==> src/rtl/rv_lsu_pkg.sv <==
// rv_lsu_pkg: shared constants, FSM state type and funct3 helpers for the
// RV32I load/store unit.
package rv_lsu_pkg;

    // Byte lanes in one memory word
    localparam int LANES = 4;

    // RV32I load/store size/sign codes (funct3)
    localparam logic [2:0] F3_B  = 3'b000;
    localparam logic [2:0] F3_H  = 3'b001;
    localparam logic [2:0] F3_W  = 3'b010;
    localparam logic [2:0] F3_BU = 3'b100;
    localparam logic [2:0] F3_HU = 3'b101;

    typedef enum logic [1:0] {
        IDLE    = 2'd0,
        LD_DATA = 2'd1,
        RESP    = 2'd2
    } lsu_state_t;

    // Legal size code for the access direction; unsigned sizes exist only for loads
    function automatic logic f3_legal(input logic we, input logic [2:0] f3);
        logic ok;
        case (f3)
            F3_B, F3_H, F3_W: ok = 1'b1;
            F3_BU, F3_HU:     ok = ~we;
            default:          ok = 1'b0;
        endcase
        return ok;
    endfunction

    // Address not naturally aligned for the access size
    function automatic logic f3_misaligned(input logic [2:0] f3, input logic [1:0] lo);
        logic mis;
        case (f3[1:0])
            2'b01:   mis = lo[0];
            2'b10:   mis = |lo;
            default: mis = 1'b0;
        endcase
        return mis;
    endfunction

endpackage

==> src/rtl/rv_lsu_align.sv <==
// rv_lsu_align: combinational byte-lane logic. Store side builds per-byte
// enables and lane-replicated write data; load side shifts the addressed
// byte/halfword down and sign- or zero-extends it.
module rv_lsu_align
    import rv_lsu_pkg::*;
#(
    parameter int DATA_WIDTH = 32
) (
    input  logic [1:0]              st_size,
    input  logic [1:0]              st_lo,
    input  logic [DATA_WIDTH-1:0]   st_data,
    output logic [DATA_WIDTH/8-1:0] st_wen,
    output logic [DATA_WIDTH-1:0]   st_wdata,
    input  logic [2:0]              ld_funct3,
    input  logic [1:0]              ld_lo,
    input  logic [DATA_WIDTH-1:0]   ld_word,
    output logic [DATA_WIDTH-1:0]   ld_data
);

    logic [DATA_WIDTH-1:0] ld_shift_s;

    // Store lanes: enables follow the low address bits, data is replicated into every lane
    always_comb begin
        case (st_size)
            2'b00: begin
                st_wen   = 4'b0001 << st_lo;
                st_wdata = {4{st_data[7:0]}};
            end
            2'b01: begin
                st_wen   = 4'b0011 << st_lo;
                st_wdata = {2{st_data[15:0]}};
            end
            default: begin
                st_wen   = 4'b1111;
                st_wdata = st_data;
            end
        endcase
    end

    // Load extract: bring the addressed lane to bit 0, then extend per size code
    always_comb begin
        ld_shift_s = ld_word >> {ld_lo, 3'b000};
        case (ld_funct3)
            F3_B:    ld_data = {{24{ld_shift_s[7]}}, ld_shift_s[7:0]};
            F3_BU:   ld_data = {24'h000000, ld_shift_s[7:0]};
            F3_H:    ld_data = {{16{ld_shift_s[15]}}, ld_shift_s[15:0]};
            F3_HU:   ld_data = {16'h0000, ld_shift_s[15:0]};
            default: ld_data = ld_shift_s;
        endcase
    end

endmodule

==> src/rtl/rv_lsu.sv <==
// rv_lsu: RV32I load/store unit in front of a synchronous single-port memory.
// Stores write in the accept cycle and respond one cycle later; loads wait
// one cycle for memory data, then respond. Build option
// RV_LSU_MISALIGN_TRAP_EN: misaligned H/W accesses are reported as errors
// instead of being silently forced aligned.
module rv_lsu
    import rv_lsu_pkg::*;
#(
    parameter int DATA_WIDTH = 32,
    parameter int ADDR_WIDTH = 32
) (
    input  logic                    clk,
    input  logic                    rst,
    input  logic                    req_valid,
    output logic                    req_ready,
    input  logic                    req_we,
    input  logic [2:0]              req_funct3,
    input  logic [ADDR_WIDTH-1:0]   req_addr,
    input  logic [DATA_WIDTH-1:0]   req_wdata,
    output logic                    rsp_valid,
    input  logic                    rsp_ready,
    output logic [DATA_WIDTH-1:0]   rsp_rdata,
    output logic                    rsp_err,
    output logic [ADDR_WIDTH-1:0]   mem_addr,
    output logic [DATA_WIDTH-1:0]   mem_wdata,
    output logic [DATA_WIDTH/8-1:0] mem_wen,
    input  logic [DATA_WIDTH-1:0]   mem_rdata
);

    lsu_state_t            state_r;
    logic [ADDR_WIDTH-1:0] addr_r;
    logic [2:0]            f3_r;
    logic [DATA_WIDTH-1:0] rsp_rdata_r;
    logic                  rsp_err_r;

    logic [ADDR_WIDTH-1:0]   eff_addr_s;
    logic                    req_ok_s;
    logic                    accept_s;
    logic [DATA_WIDTH/8-1:0] st_wen_s;
    logic [DATA_WIDTH-1:0]   st_wdata_s;
    logic [DATA_WIDTH-1:0]   ld_data_s;

    rv_lsu_align #(.DATA_WIDTH(DATA_WIDTH)) u_align (
        .st_size   (req_funct3[1:0]),
        .st_lo     (eff_addr_s[1:0]),
        .st_data   (req_wdata),
        .st_wen    (st_wen_s),
        .st_wdata  (st_wdata_s),
        .ld_funct3 (f3_r),
        .ld_lo     (addr_r[1:0]),
        .ld_word   (mem_rdata),
        .ld_data   (ld_data_s)
    );

    // Effective address and legality of the incoming request
    always_comb begin
        eff_addr_s = req_addr;
`ifdef RV_LSU_MISALIGN_TRAP_EN
        if (f3_misaligned(req_funct3, req_addr[1:0])) begin
            req_ok_s = 1'b0;
        end else begin
            req_ok_s = f3_legal(req_we, req_funct3);
        end
`else
        req_ok_s = f3_legal(req_we, req_funct3);
        case (req_funct3[1:0])
            2'b01:   eff_addr_s[0]   = 1'b0;
            2'b10:   eff_addr_s[1:0] = 2'b00;
            default: eff_addr_s      = req_addr;
        endcase
`endif
    end

    assign req_ready = (state_r == IDLE) && !rst;
    assign accept_s  = req_valid && req_ready;
    assign mem_wdata = st_wdata_s;
    assign rsp_valid = (state_r == RESP);
    assign rsp_rdata = rsp_rdata_r;
    assign rsp_err   = rsp_err_r;

    // Memory port: live request address in IDLE, held address while an access is in flight
    always_comb begin
        mem_wen = '0;
        if (state_r == IDLE) begin
            mem_addr = eff_addr_s;
            if (accept_s && req_we && req_ok_s) begin
                mem_wen = st_wen_s;
            end else begin
                mem_wen = '0;
            end
        end else begin
            mem_addr = addr_r;
        end
    end

    // Access sequencing and registered response
    always_ff @(posedge clk or posedge rst) begin
        if (rst) begin
            state_r     <= IDLE;
            addr_r      <= '0;
            f3_r        <= 3'b000;
            rsp_rdata_r <= '0;
            rsp_err_r   <= 1'b0;
        end else begin
            case (state_r)
                IDLE: begin
                    if (accept_s) begin
                        addr_r      <= eff_addr_s;
                        f3_r        <= req_funct3;
                        rsp_rdata_r <= '0;
                        rsp_err_r   <= ~req_ok_s;
                        if (req_ok_s && !req_we) begin
                            state_r <= LD_DATA;
                        end else begin
                            state_r <= RESP;
                        end
                    end else begin
                        state_r <= IDLE;
                    end
                end
                LD_DATA: begin
                    rsp_rdata_r <= ld_data_s;
                    state_r     <= RESP;
                end
                RESP: begin
                    if (rsp_ready) begin
                        rsp_rdata_r <= '0;
                        rsp_err_r   <= 1'b0;
                        state_r     <= IDLE;
                    end else begin
                        state_r <= RESP;
                    end
                end
                default: state_r <= IDLE;
            endcase
        end
    end

endmodule
==> config.mk <==
export PLATFORM = sky130hd
export DESIGN_NAME = rv_lsu
export DESIGN_NICKNAME = d
export VERILOG_FILES = /design/src/rtl/rv_lsu_pkg.sv /design/src/rtl/rv_lsu_align.sv /design/src/rtl/rv_lsu.sv
export SDC_FILE = /design/constraint.sdc
export NUM_CORES = 1
export LEC_CHECK = 0
export CAP_MARGIN = 20
export CELL_PAD_IN_SITES_DETAIL_PLACEMENT = 1
export CELL_PAD_IN_SITES_GLOBAL_PLACEMENT = 1
export CORE_MARGIN = 2
export CORE_UTILIZATION = 33
export DETAILED_ROUTE_END_ITERATION = 16
export PLACE_DENSITY_LB_ADDON = 0.1
export SLEW_MARGIN = 20
export SYNTH_ARGS = -nofsm -noshare
export SYNTH_HDL_FRONTEND = slang
export SYNTH_HIERARCHICAL = 1
export SYNTH_SLANG_ARGS = --single-unit
==> constraint.sdc <==
create_clock -name clk -period 5.6 [get_ports clk]
set_input_delay 1.12 -clock clk [delete_from_list [all_inputs] [get_ports clk]]
set_output_delay 1.12 -clock clk [all_outputs]
set_load 0.005 [all_outputs]
==> flow_summary.ini, run 1 <==
[status]
status = finished clean

[timing]
slew_headroom_pct = 39.8
skew_ns = 0.00497
finalHoldViolations = 0
rsz0062_at_grt = false
finalSetupTns_ns = 0
maxSlewViolCount = 0
min_period_over_period_pct = 80.1
setup_violations = 0
worst_pin_slew_ns = 0.901
layout_min_cycle_time_ns = 4.49
max_freq_mhz = 223

[power_and_ir_drop]
p_leak_nw = 2.97
seqPwrFrac_pct = 32.1
ir_drop_mv = 0.132
power.density_nw_per_um2 = 291
p_int_mw = 1.36
combPwrFrac_pct = 39.6
switchingPower_uw = 643
switching_share_pct = 32.1
pwr-share-clk_pct = 28.3

[logic_synthesis]
yosys.area_share.xor_xnor_pct = 0.195
yosysSeqAreaShare_pct = 39.0
synth-simple-area-share_pct = 16.9
synth.area.mux_share_pct = 17.9
postSynth.asyncResetShare_pct = 100
synth_largest_area_cell = dfrtp_1
ys_top_cells_by_area = dfrtp_1 (39%), mux2_2 (14%), nand2_1 (10%)
syn_inst = 475
ys.flop_type = dfrtp_1
yosys.area_share.adder_pct = 0.836
synth_compound_area_share_pct = 18.7
synth-seq-cells = 70
synth.top_cell.area_share_pct = 39.0
ys_types = 39
syn_nets = 582
synth_top_family_by_area = compound AO/OA/AOI/OAI gates
postSynthAreaPerCell_sq_um = 9.45
yosys-top-cells-count = nand2_1 (121), dfrtp_1 (70), mux2_2 (55)
syn_area_sq_um = 4490
post-synth-top-count-cell = nand2_1
synth_edf_count = 0
yosysWarnings = 6

[place]
io_buffers = 206
gp_congestion = 0.781
dp_cells = 821
dp_hpwl_um = 11100

[routing]
vias = 4266
wl_um = 14800
drt-wirelength-per-cell_um = 17.6
viasPerCell = 5.10
first_pass_iters = 4
drt-initial-drc-count = 124
drc = 0
postRouteAntennaNets = 0

[layout]
antennaDiodeCount = 0
nNetsFinal = 763
drive_above_1_share_pct = 16.5
final_core_util_pct = 51.9
synthToLayoutAreaGrowth_pct = 53.0
instances_no_fill = 837
nFillCells = 1503

[floorplanning]
start_util_pct = 33.9
boundaryPins = 207
core_sq_um = 13200
die_h_um = 121
row_count = 42
die_w_um = 121
die_area_sq_um = 14600

[global_route]
grt_pass1_vias = 4647
grt_usage_pct = 20.7
grt_overflow = 0
antenna_found_initial = 0
grt_max_degree = 44
grt_first_pass_wirelength_um = 23700

[worst_setup_path]
worst-path-buf-inv = 2
cp.required_ns = 4.48
path_common_cell = clkdlybuf4s50_1
critPathSlowestCell = or4b_2
path_max_fanout = 4
cp_cell_sequence = clkdlybuf4s50_1 -> or4b_2 -> a2111oi_4 -> and2_1 -> clkdlybuf4s50_1
cp-end-kind = output port
critPathKind = primary input to output port
regToRegSetupSlack_ns = 3.31
crit_family = buffers and inverters
slowest_delay_ns = 0.72
arrival_ns = 3.37
setup.worst_path.start_class = primary input

[clocking]
clock_sinks = 70
holdBufCountCts = 0
cts_buffers = 9
clkLatencyLatePin_ns = 0.34
root_buffer = clkbuf_16
cts_resized = 0
path_clk_slew_ns = 0.06
cts_setup_buffers = 0
cts_buffer_depth = 2
cts_tree = yes
h-tree-depth = 3

[run]
max-cap-violations = 0

[worst_hold_path]
hold_class = flip-flop to flip-flop
==> metal layers <==
layer,part of all wire [%],global-route usage [%],wire length (um),up-vias
met5,0,0,0,-
met4,1.2,5.67,178,0
met3,8.3,7.59,1230,12
met2,50,36.4,7350,151
met1,41,23.5,6020,2094
li1,-,-,-,2009
==> per-stage QoR <==
step                      power [mW]  hold WS (ns)  instance area [sq um]  setup WS (ns)
after global placement          1.43         0.484                   6580           1.13
after global routing            2.13         0.516                   6870           1.04
after detailed placement        1.45         0.485                   6580           1.10
after floorplan                 1.10         0.479                   4490           2.26
after CTS                       2.02         0.502                   6870           1.09
final                           2.00         0.495                   6870           1.11
==> cells in the final DEF (no fill, tap or decap), drive strengths merged, types with 11 or more instances in the layout <==
| cell type | count |
|---|---|
| mux2i | 18 |
| clkdlybuf4s50 | 206 |
| a21oi | 18 |
| or2 | 11 |
| dfrtp | 70 |
| o21ai | 18 |
| a22o | 33 |
| o211ai | 17 |
| nand2 | 121 |
| mux2 | 55 |
| nor2b | 12 |
==> worst paths after layout <==
check / startpoint / cells after the start / end
setup / recovery: rst / 5 / mem_wen[2]
hold / removal: rsp_rdata[29] / 1 / rsp_rdata[29]
setup reg to reg: addr_r[1] / 5 / rsp_rdata[21]
hold reg to reg: rsp_rdata[29] / 1 / rsp_rdata[29]
max in group asynchronous: rst / 3 / rsp_rdata[1]
min in group asynchronous: rst / 2 / addr_r[18]
==> state kept, by name (all words and copies together), names as in the netlist <==
name / cells
addr_r: 32
f3_r: 3
rsp_err: 1
rsp_rdata: 32
state_r: 2
==> kinds of logic (layout without fill, tap and decap cells) <==
| family | after synthesis | in the layout |
|---|---|---|
| AO/OA/AOI/OAI | 107 | 107 |
| XOR/XNOR | 1 | 1 |
| adder cells (fa/ha/maj) | 3 | 3 |
| buffers and inverters | 51 | 237 |
| flip-flops | 70 | 70 |
| multiplexers | 73 | 73 |
| AND/OR/NAND/NOR | 170 | 170 |
==> power groups by stage <==
| stage | Sequential (mW) | Clock [mW] | Combinational, mW |
|---|---|---|---|
| floorplan | 0.639 | 0 | 0.461 |
| detailed placement | 0.652 | 0 | 0.795 |
| global placement | 0.645 | 0 | 0.781 |
| CTS | 0.644 | 0.580 | 0.801 |
| finish | 0.643 | 0.566 | 0.791 |
| global route | 0.655 | 0.605 | 0.868 |
==> cell type report <==
cell class              instances  area [sq um]  share of cell area (%)
repair buffers                214          2120                    30.9
clock buffers                  10           229                    3.33
clock inverters                 6          61.3                   0.892
inverters                       7          26.3                   0.382
multi-input cells             354          2460                    35.8
flip-flops and latches         70          1750                    25.5
well taps                     176           220                    3.21
==> worst register-to-register path, cell delays in order, from the launching register on <==
cell	delay [ns]
dfrtp_1	0.35
buf_4	0.35
and3b_1	0.24
o211ai_2	0.73
o211ai_1	0.25
a22o_1	0.26
No activity file was read; power rests on OpenSTA's default activity.
==> run 2, diff against run 1 <==
Settings changed: CORE_UTILIZATION 33 to 27.
Clock period 5.6 ns to 3.9 ns, I/O delays scaled along.
==> run 2 against run 1 <==
  * Die area increased by 21%
  * Critical path type unchanged
  * Flip-flop and latch count unchanged
  * Register-to-register slack worse by 1.9 ns
  * Critical path depth is the same
==> flow_summary.ini, run 2 (same netlist as run 1, synthesis figures left out) <==
[layout]
antennaDiodeCount = 0
final_core_util_pct = 42.2
drive_above_1_share_pct = 16.8
layout_common_cells = clkdlybuf4s50_1 (206), nand2_1 (121), dfrtp_1 (70)
nNetsFinal = 765
synthToLayoutAreaGrowth_pct = 54.3
nFillCells = 1822
final_common_cell = clkdlybuf4s50_1
instances_no_fill = 882
finalInstanceArea_sq_um = 6930

[timing]
min_period_over_period_pct = 96.0
hold_ws_ns = 0.497
finalSetupTns_ns = 0
setup_violations = 0
layout_min_cycle_time_ns = 3.75
rsz0062_at_grt = false
slew_headroom_pct = 40.0
finalHoldViolations = 0
worst_pin_slew_ns = 0.898
skew_ns = 0.00745
maxSlewViolCount = 0
layout_setup_ws_ns = 0.155
max_freq_mhz = 267

[clocking]
clock_sinks = 70
cts_buffers = 9
root_buffer = clkbuf_16
path_clk_slew_ns = 0.05
cts_tree = yes
h-tree-depth = 3
cts_setup_buffers = 0
clkLatencyLatePin_ns = 0.34
cts_buffer_depth = 2

[worst_setup_path]
r2r-end = rsp_rdata[11]
r2r-start = addr_r[0]
slowest_delay_ns = 0.56
cp-end-kind = output port
critPathKind = primary input to output port
arrival_ns = 2.97
path_max_fanout = 4
path_common_cell = clkdlybuf4s50_1
crit_family = buffers and inverters
cp_cell_sequence = clkdlybuf4s50_1 -> or4b_4 -> a2111oi_4 -> and2_1 -> clkdlybuf4s50_1
setup.worst_path.start_class = primary input
r2r_cells = 5
worst-path-buf-inv = 2
regToRegSetupSlack_ns = 1.46
cp.required_ns = 3.12
critPathSlowestCell = or4b_4

[global_route]
grt_max_degree = 44
grt_overflow = 0
grt_pass1_vias = 4604
grt_usage_pct = 17.5
grt_first_pass_wirelength_um = 24500
antenna_found_initial = 0

[floorplanning]
die_h_um = 133
die_w_um = 133
die_area_sq_um = 17700
row_count = 47
core_sq_um = 16400
boundaryPins = 207
start_util_pct = 27.4

[power_and_ir_drop]
ir_drop_mv = 0.194
power.density_nw_per_um2 = 406
total_power_mw = 2.81
p_leak_nw = 2.97

[place]
io_buffers = 206
dp_worst_setup_slack_ns = 0.0136
placed_area_sq_um = 6660
gp_congestion = 0.732
dp_cells = 867
dp_hpwl_um = 11400

[routing]
postRouteAntennaNets = 0
drc = 0
drt-wirelength-per-cell_um = 17.3
first_pass_iters = 4
viasPerCell = 4.76
wl_um = 15300
vias = 4196
drt-initial-drc-count = 128

[worst_hold_path]
hold_path_end = rsp_rdata[8]
hold_class = flip-flop to flip-flop
min_path_cells = 1
min-delay-start = rsp_rdata[8]

[run]
max-cap-violations = 0

[status]
status = finished clean
==> run 2: area by class of cell <==
type	instances	area (sq um)	area share, %
multi-input cells	354	2460	35.5
well taps	220	275	3.97
clock buffers	9	225	3.25
flip-flops and latches	70	1750	25.3
clock inverters	6	38.8	0.560
inverters	7	26.3	0.379
repair buffers	216	2150	31.0
==> run 2: report_power, final <==
part | internal (mW) | switching (mW) | leakage (nW)
Sequential | 0.848 | 0.0997 | 0.897
Combinational | 0.611 | 0.501 | 1.94
Clock | 0.425 | 0.324 | 0.127
==> run 2: worst max path at each step <==
stage,startpoint,end,slack [ns],depth (start not counted)
after detailed placement,rst,mem_wen[1],0.01,5
after CTS,rst,mem_wen[1],0.004,5
after floorplan,rst,mem_wen[0],1.24,4
after global routing,rst,mem_wen[1],0.05,5
final,rst,mem_wen[1],0.15,5
after global placement,rst,mem_wen[3],0.07,5
==> run 2: per-layer routing <==
metal  track usage (%)  vias up  part of all wire (%)
met1              21.0     2028                    42
met5                 0        -                     0
met2              29.3      129                    49
li1                  -     2023                     -
met4              5.26        0                   1.3
met3              6.44       16                   7.8
==> run 2: what timing repair did <==
item                                    in CTS  in global routing
resized for setup                            0                  1
hold buffers                                 0                  0
endpoints found under the setup margin       0                  4
